`src/rtl/tf32_mul2k_pipe.sv`:
```
// Two-stage TF32 x 2^shamt scaler with valid/ready flow control and saturation on overflow.
// Optional saturating overflow counter port ovf_cnt is enabled by defining TF32_MUL2K_OVF_CNT_EN.
module tf32_mul2k_pipe #(
    parameter int unsigned SHAMT_W = 3
) (
    input  logic               clk,
    input  logic               rst_n,
    input  logic               in_valid,
    output logic               in_ready,
    input  logic [18:0]        in_data,
    input  logic [SHAMT_W-1:0] in_shamt,
    output logic               out_valid,
    input  logic               out_ready,
    output logic [18:0]        out_data,
`ifdef TF32_MUL2K_OVF_CNT_EN
    output logic               out_ovf,
    output logic [15:0]        ovf_cnt
`else
    output logic               out_ovf
`endif
);

    logic        s1_valid_q, s1_valid_d;
    logic        s1_sign_q, s1_sign_d;
    logic [9:0]  s1_mant_q, s1_mant_d;
    logic        s1_zero_q, s1_zero_d;
    logic [8:0]  s1_exp_sum_q, s1_exp_sum_d;

    logic        s2_valid_q, s2_valid_d;
    logic [18:0] s2_data_q, s2_data_d;
    logic        s2_ovf_q, s2_ovf_d;

    logic        s2_free, s1_free, in_fire, s1_adv;
    logic [18:0] res;
    logic        res_ovf;

    assign s2_free  = ~s2_valid_q | out_ready;
    assign s1_free  = ~s1_valid_q | s2_free;
    assign in_ready = s1_free;
    assign in_fire  = in_valid & s1_free;
    assign s1_adv   = s1_valid_q & s2_free;

    // Stage-2 result: zero drops the sign, overflow clamps to max finite magnitude.
    always_comb begin
        res     = {s1_sign_q, s1_exp_sum_q[7:0], s1_mant_q};
        res_ovf = 1'b0;
        if (s1_zero_q) begin
            res = 19'h00000;
        end else if (s1_exp_sum_q >= 9'd255) begin
            res     = {s1_sign_q, 8'hFE, 10'h3FF};
            res_ovf = 1'b1;
        end
    end

    always_comb begin
        s1_valid_d   = s1_valid_q;
        s1_sign_d    = s1_sign_q;
        s1_mant_d    = s1_mant_q;
        s1_zero_d    = s1_zero_q;
        s1_exp_sum_d = s1_exp_sum_q;
        s2_valid_d   = s2_valid_q;
        s2_data_d    = s2_data_q;
        s2_ovf_d     = s2_ovf_q;

        if (in_fire) begin
            s1_valid_d   = 1'b1;
            s1_sign_d    = in_data[18];
            s1_mant_d    = in_data[9:0];
            s1_zero_d    = (in_data[17:10] == 8'h00);
            s1_exp_sum_d = {1'b0, in_data[17:10]} + 9'(in_shamt);
        end else if (s1_adv) begin
            s1_valid_d = 1'b0;
        end

        if (s1_adv) begin
            s2_valid_d = 1'b1;
            s2_data_d  = res;
            s2_ovf_d   = res_ovf;
        end else if (out_ready) begin
            s2_valid_d = 1'b0;
        end
    end

    always_ff @(posedge clk or negedge rst_n) begin
        if (!rst_n) begin
            s1_valid_q   <= 1'b0;
            s1_sign_q    <= 1'b0;
            s1_mant_q    <= 10'h000;
            s1_zero_q    <= 1'b0;
            s1_exp_sum_q <= 9'h000;
            s2_valid_q   <= 1'b0;
            s2_data_q    <= 19'h00000;
            s2_ovf_q     <= 1'b0;
        end else begin
            s1_valid_q   <= s1_valid_d;
            s1_sign_q    <= s1_sign_d;
            s1_mant_q    <= s1_mant_d;
            s1_zero_q    <= s1_zero_d;
            s1_exp_sum_q <= s1_exp_sum_d;
            s2_valid_q   <= s2_valid_d;
            s2_data_q    <= s2_data_d;
            s2_ovf_q     <= s2_ovf_d;
        end
    end

    assign out_valid = s2_valid_q;
    assign out_data  = s2_data_q;
    assign out_ovf   = s2_ovf_q;

`ifdef TF32_MUL2K_OVF_CNT_EN
    logic [15:0] ovf_cnt_q, ovf_cnt_d;

    always_comb begin
        ovf_cnt_d = ovf_cnt_q;
        if (s2_valid_q && out_ready && s2_ovf_q && (ovf_cnt_q != 16'hFFFF)) begin
            ovf_cnt_d = ovf_cnt_q + 16'd1;
        end
    end

    always_ff @(posedge clk or negedge rst_n) begin
        if (!rst_n) begin
            ovf_cnt_q <= 16'h0000;
        end else begin
            ovf_cnt_q <= ovf_cnt_d;
        end
    end

    assign ovf_cnt = ovf_cnt_q;
`endif

endmodule

```
`config.mk`:
```
export PLATFORM = sky130hd
export DESIGN_NAME = tf32_mul2k_pipe
export DESIGN_NICKNAME = d
export VERILOG_FILES = /design/src/rtl/tf32_mul2k_pipe.sv
export SDC_FILE = /design/constraint.sdc
export NUM_CORES = 1
export LEC_CHECK = 0
export ABC_AREA = 1
export CAP_MARGIN = 20
export CORE_ASPECT_RATIO = 0.5
export CORE_MARGIN = 2
export CORE_UTILIZATION = 29
export DETAILED_ROUTE_END_ITERATION = 10
export HOLD_SLACK_MARGIN = 0.02
export SYNTH_ARGS = -nofsm -noshare
export SYNTH_HDL_FRONTEND = slang
export SYNTH_SLANG_ARGS = --single-unit
```
`constraint.sdc`:
```
create_clock -name clk -period 2.95 [get_ports clk]
set_clock_uncertainty 0.2 [all_clocks]
set_input_delay 0.7375 -clock clk [delete_from_list [all_inputs] [get_ports clk]]
set_output_delay 0.7375 -clock clk [all_outputs]
set_load 0.05 [all_outputs]
```
==> key figures <==
Critical path
  – Crit Path Max Fanout: 3
  – Data arrival, critical path: around 1.5 ns
  – Crit Path Class: in -> out
  – R2R cell count: 5
  – Startpoint Class: primary input
  – CP required: 2.01 ns
  – CP endpoint kind: output pin

Timing
  – Setup violators final: 0
  – Fin crit period: ~2.5 ns
  – Rel. slew slack: 37.0%
  – Final slew viol count: 0
  – Unrepaired setup endpoints after global routing: no
  – Final period util: between 80% and 90%
  – Setup TNS: 0 ns
  – Setup slack after layout: just under 0.5 ns
  – Slew @ Worst Pin: 0.944 ns
  – F_max: between 0.4 and 0.5 GHz
  – Final hold violation count: 0

Pwr
  – VDD IR max: 0.000306 V
  – PwrDens: between 800 and 900 nW/um2
  – Leakage: roughly 1.3 nW

Run
  – Max-cap viol count: 0

Floorplan
  – Row count: 20
  – I/O pin cnt: 48
  – Die ar.: between 7000 and 8000 um2
  – Chip Height: 61.8 um
  – Core Box Area: 6260 um2
  – Initial Util: 31.0%
  – Die W: between 100 and 150 um

Synthesis
  – Synth top area share: 55.5%
  – Post-Syn Area: roughly 1900 um2
  – Synthesized area per cell: 8.39 um2
  – Synth Warn #: 0
  – Top cells by area, synth: dfrtp_1 56%, nand2_1 22%, nand3_1 6.5%
  – Cells after Synth: 231
  – Syn_nets: between 200 and 300
  – Yosys top cell by area: dfrtp_1
  – Number of synthesized register bits: between 40 and 50
  – Seq/Total Area, Yosys: 55.5%
  – Yosys cell types: 21

Detailed routing
  – WL/cell: around 12 um
  – Routed vias/inst: around 4.4
  – Initial drt markers: 104
  – Via count: about 1600
  – DRC Markers: 0
  – Post-Route WL: 4370 um
  – First-pass DRT Iterations: 4
  – Antenna violation net count after detailed routing: 0

Clock network
  – Setup bufs post-CTS: 0
  – Num CTS Buffers: 5
  – CTS tree: done
  – CTS root buffer: clkbuf_16
  – CTS clk-pin slew, worst paths: 0.06 ns
  – TritonCTS Sinks: 43
  – Cts repair resizes: 0
  – Worst-skew pair later-pin latency: about 0.28 ns
  – Max clock buf depth: 2
  – # hold bufs at CTS: 0
  – # H-tree levels: 2

Cells and area
  – Final Cell Area: 2650 um2
  – Nets: 309
  – Most frequent cells in the layout: 114 x nand2_1, 45 x clkdlybuf4s50_1, 43 x dfrtp_1
  – Number of antenna diodes: 0
  – Area added between synthesis and finish: 36.7%
  – Commonest non-fill, non-tap cell in the layout: nand2_1
  – Post-layout util: between 40% and 50%
  – Layout cells sized above 1: under 10%

Global route
  – Global Route Usage Sum: between 10% and 20%
  – Initial antenna violation count: 0
  – Largest net degree at the start of global routing: 44
  – Vias in the first global route: roughly 1600
  – Global-route wire length before repair: between 7000 and 8000 um
  – Grt ovf: 0

Place
  – RePlAce Congestion: between 0.8 and 0.9
  – Buffers on Ports: between 40 and 50
  – Worst slack, placed: about 0.35 ns
  – Detailed Place HPWL: 3150 um
  – Area after DPL: ~2500 um2

Hold path
  – Hold Path Class: reg -> reg
  – Hold Crit Depth: 2

Run status
  – Status: finished clean
sequential cells by signal, indices dropped and copies added, names as in the netlist:
register      count
out_data         19
s1_valid_q        1
s1_sign_q         1
s1_exp_sum_q      9
out_valid         1
s1_mant_q        10
s1_zero_q         1
out_ovf           1
cells in the mapped netlist:
cell and instances:
ha_1 3, o21ai_0 3, nor2_4 1, dfrtp_1 43, inv_2 1, nand2_1 114
nand4_1 1, o22ai_1 1, inv_1 9, nand3_2 1, o21ai_1 1, nand3_1 25
nor3_1 1, buf_2 5, fa_1 1, nand2_2 4, xnor2_1 1, buf_6 4
a22o_1 1, nor2_1 10, a21oi_1 1
worst max-delay path, cell delays in order:
cell and delay, ns:
clkdlybuf4s50_1 0.40, inv_1 0.09, nand3_2 0.12, buf_12 0.18
final cells by class:
type	count	area (um2)
fill	618	3610
clock inverter	2	35.0
tap	88	110
timing repair buffer	50	498
sequential	43	1080
inverter	10	37.5
multi-input combinational	169	754
clock buffer	6	139
worst paths after layout:
check	startpoint	end	slack (ns)
worst min register to register	s1_mant_q[5]$_DFFE_PN0P_	s1_mant_q[5]$_DFFE_PN0P_	0.28
worst max register to register	out_valid$_DFFE_PN0P_	out_data[2]$_DFFE_PN0P_	1.43
worst max-delay path	out_ready	in_ready	0.48
worst min-delay path	s1_mant_q[5]$_DFFE_PN0P_	s1_mant_q[5]$_DFFE_PN0P_	0.28
max in group asynchronous	rst_n	out_valid$_DFFE_PN0P_	1.55
min in group asynchronous	rst_n	s1_exp_sum_q[8]$_DFFE_PN0P_	0.40
metal layers:
metal  vias to the layer above  global-route usage, %  share of wire, %
li1                        820                      -                 -
met4                         0                   5.21               1.3
met2                        28                   21.4                45
met1                       777                   17.0                50
met5                         -                      0                 0
met3                         5                   3.01               3.7
stage by stage:
stage	instances	hold WS (ns)	power (mW)
after floorplan	231	0.242	1.31
after global placement	360	0.261	1.58
after detailed placement	360	0.266	1.59
after CTS	368	0.282	2.23
after global routing	368	0.301	2.32
final	368	0.275	2.20
cells by family (layout without fill, tap and decap cells):
family | after synthesis | after routing | share of synthesized area, %
buffers and inverters | 19 | 68 | 5.55
XOR/XNOR | 1 | 1 | 0.452
AO/OA/AOI/OAI | 7 | 7 | 2.07
AND/OR/NAND/NOR | 157 | 157 | 33.4
flip-flops | 43 | 43 | 55.5
adder cells (fa/ha/maj) | 4 | 4 | 2.97
power breakdown:
| part | switching [mW] | internal [mW] | total, mW |
|---|---|---|---|
| Clock | 0.208 | 0.420 | 0.628 |
| Combinational | 0.509 | 0.266 | 0.775 |
| Sequential | 0.0773 | 0.720 | 0.797 |
| Total | 0.794 | 1.41 | 2.20 |
Note: power is estimated with default switching activity, not from simulation.
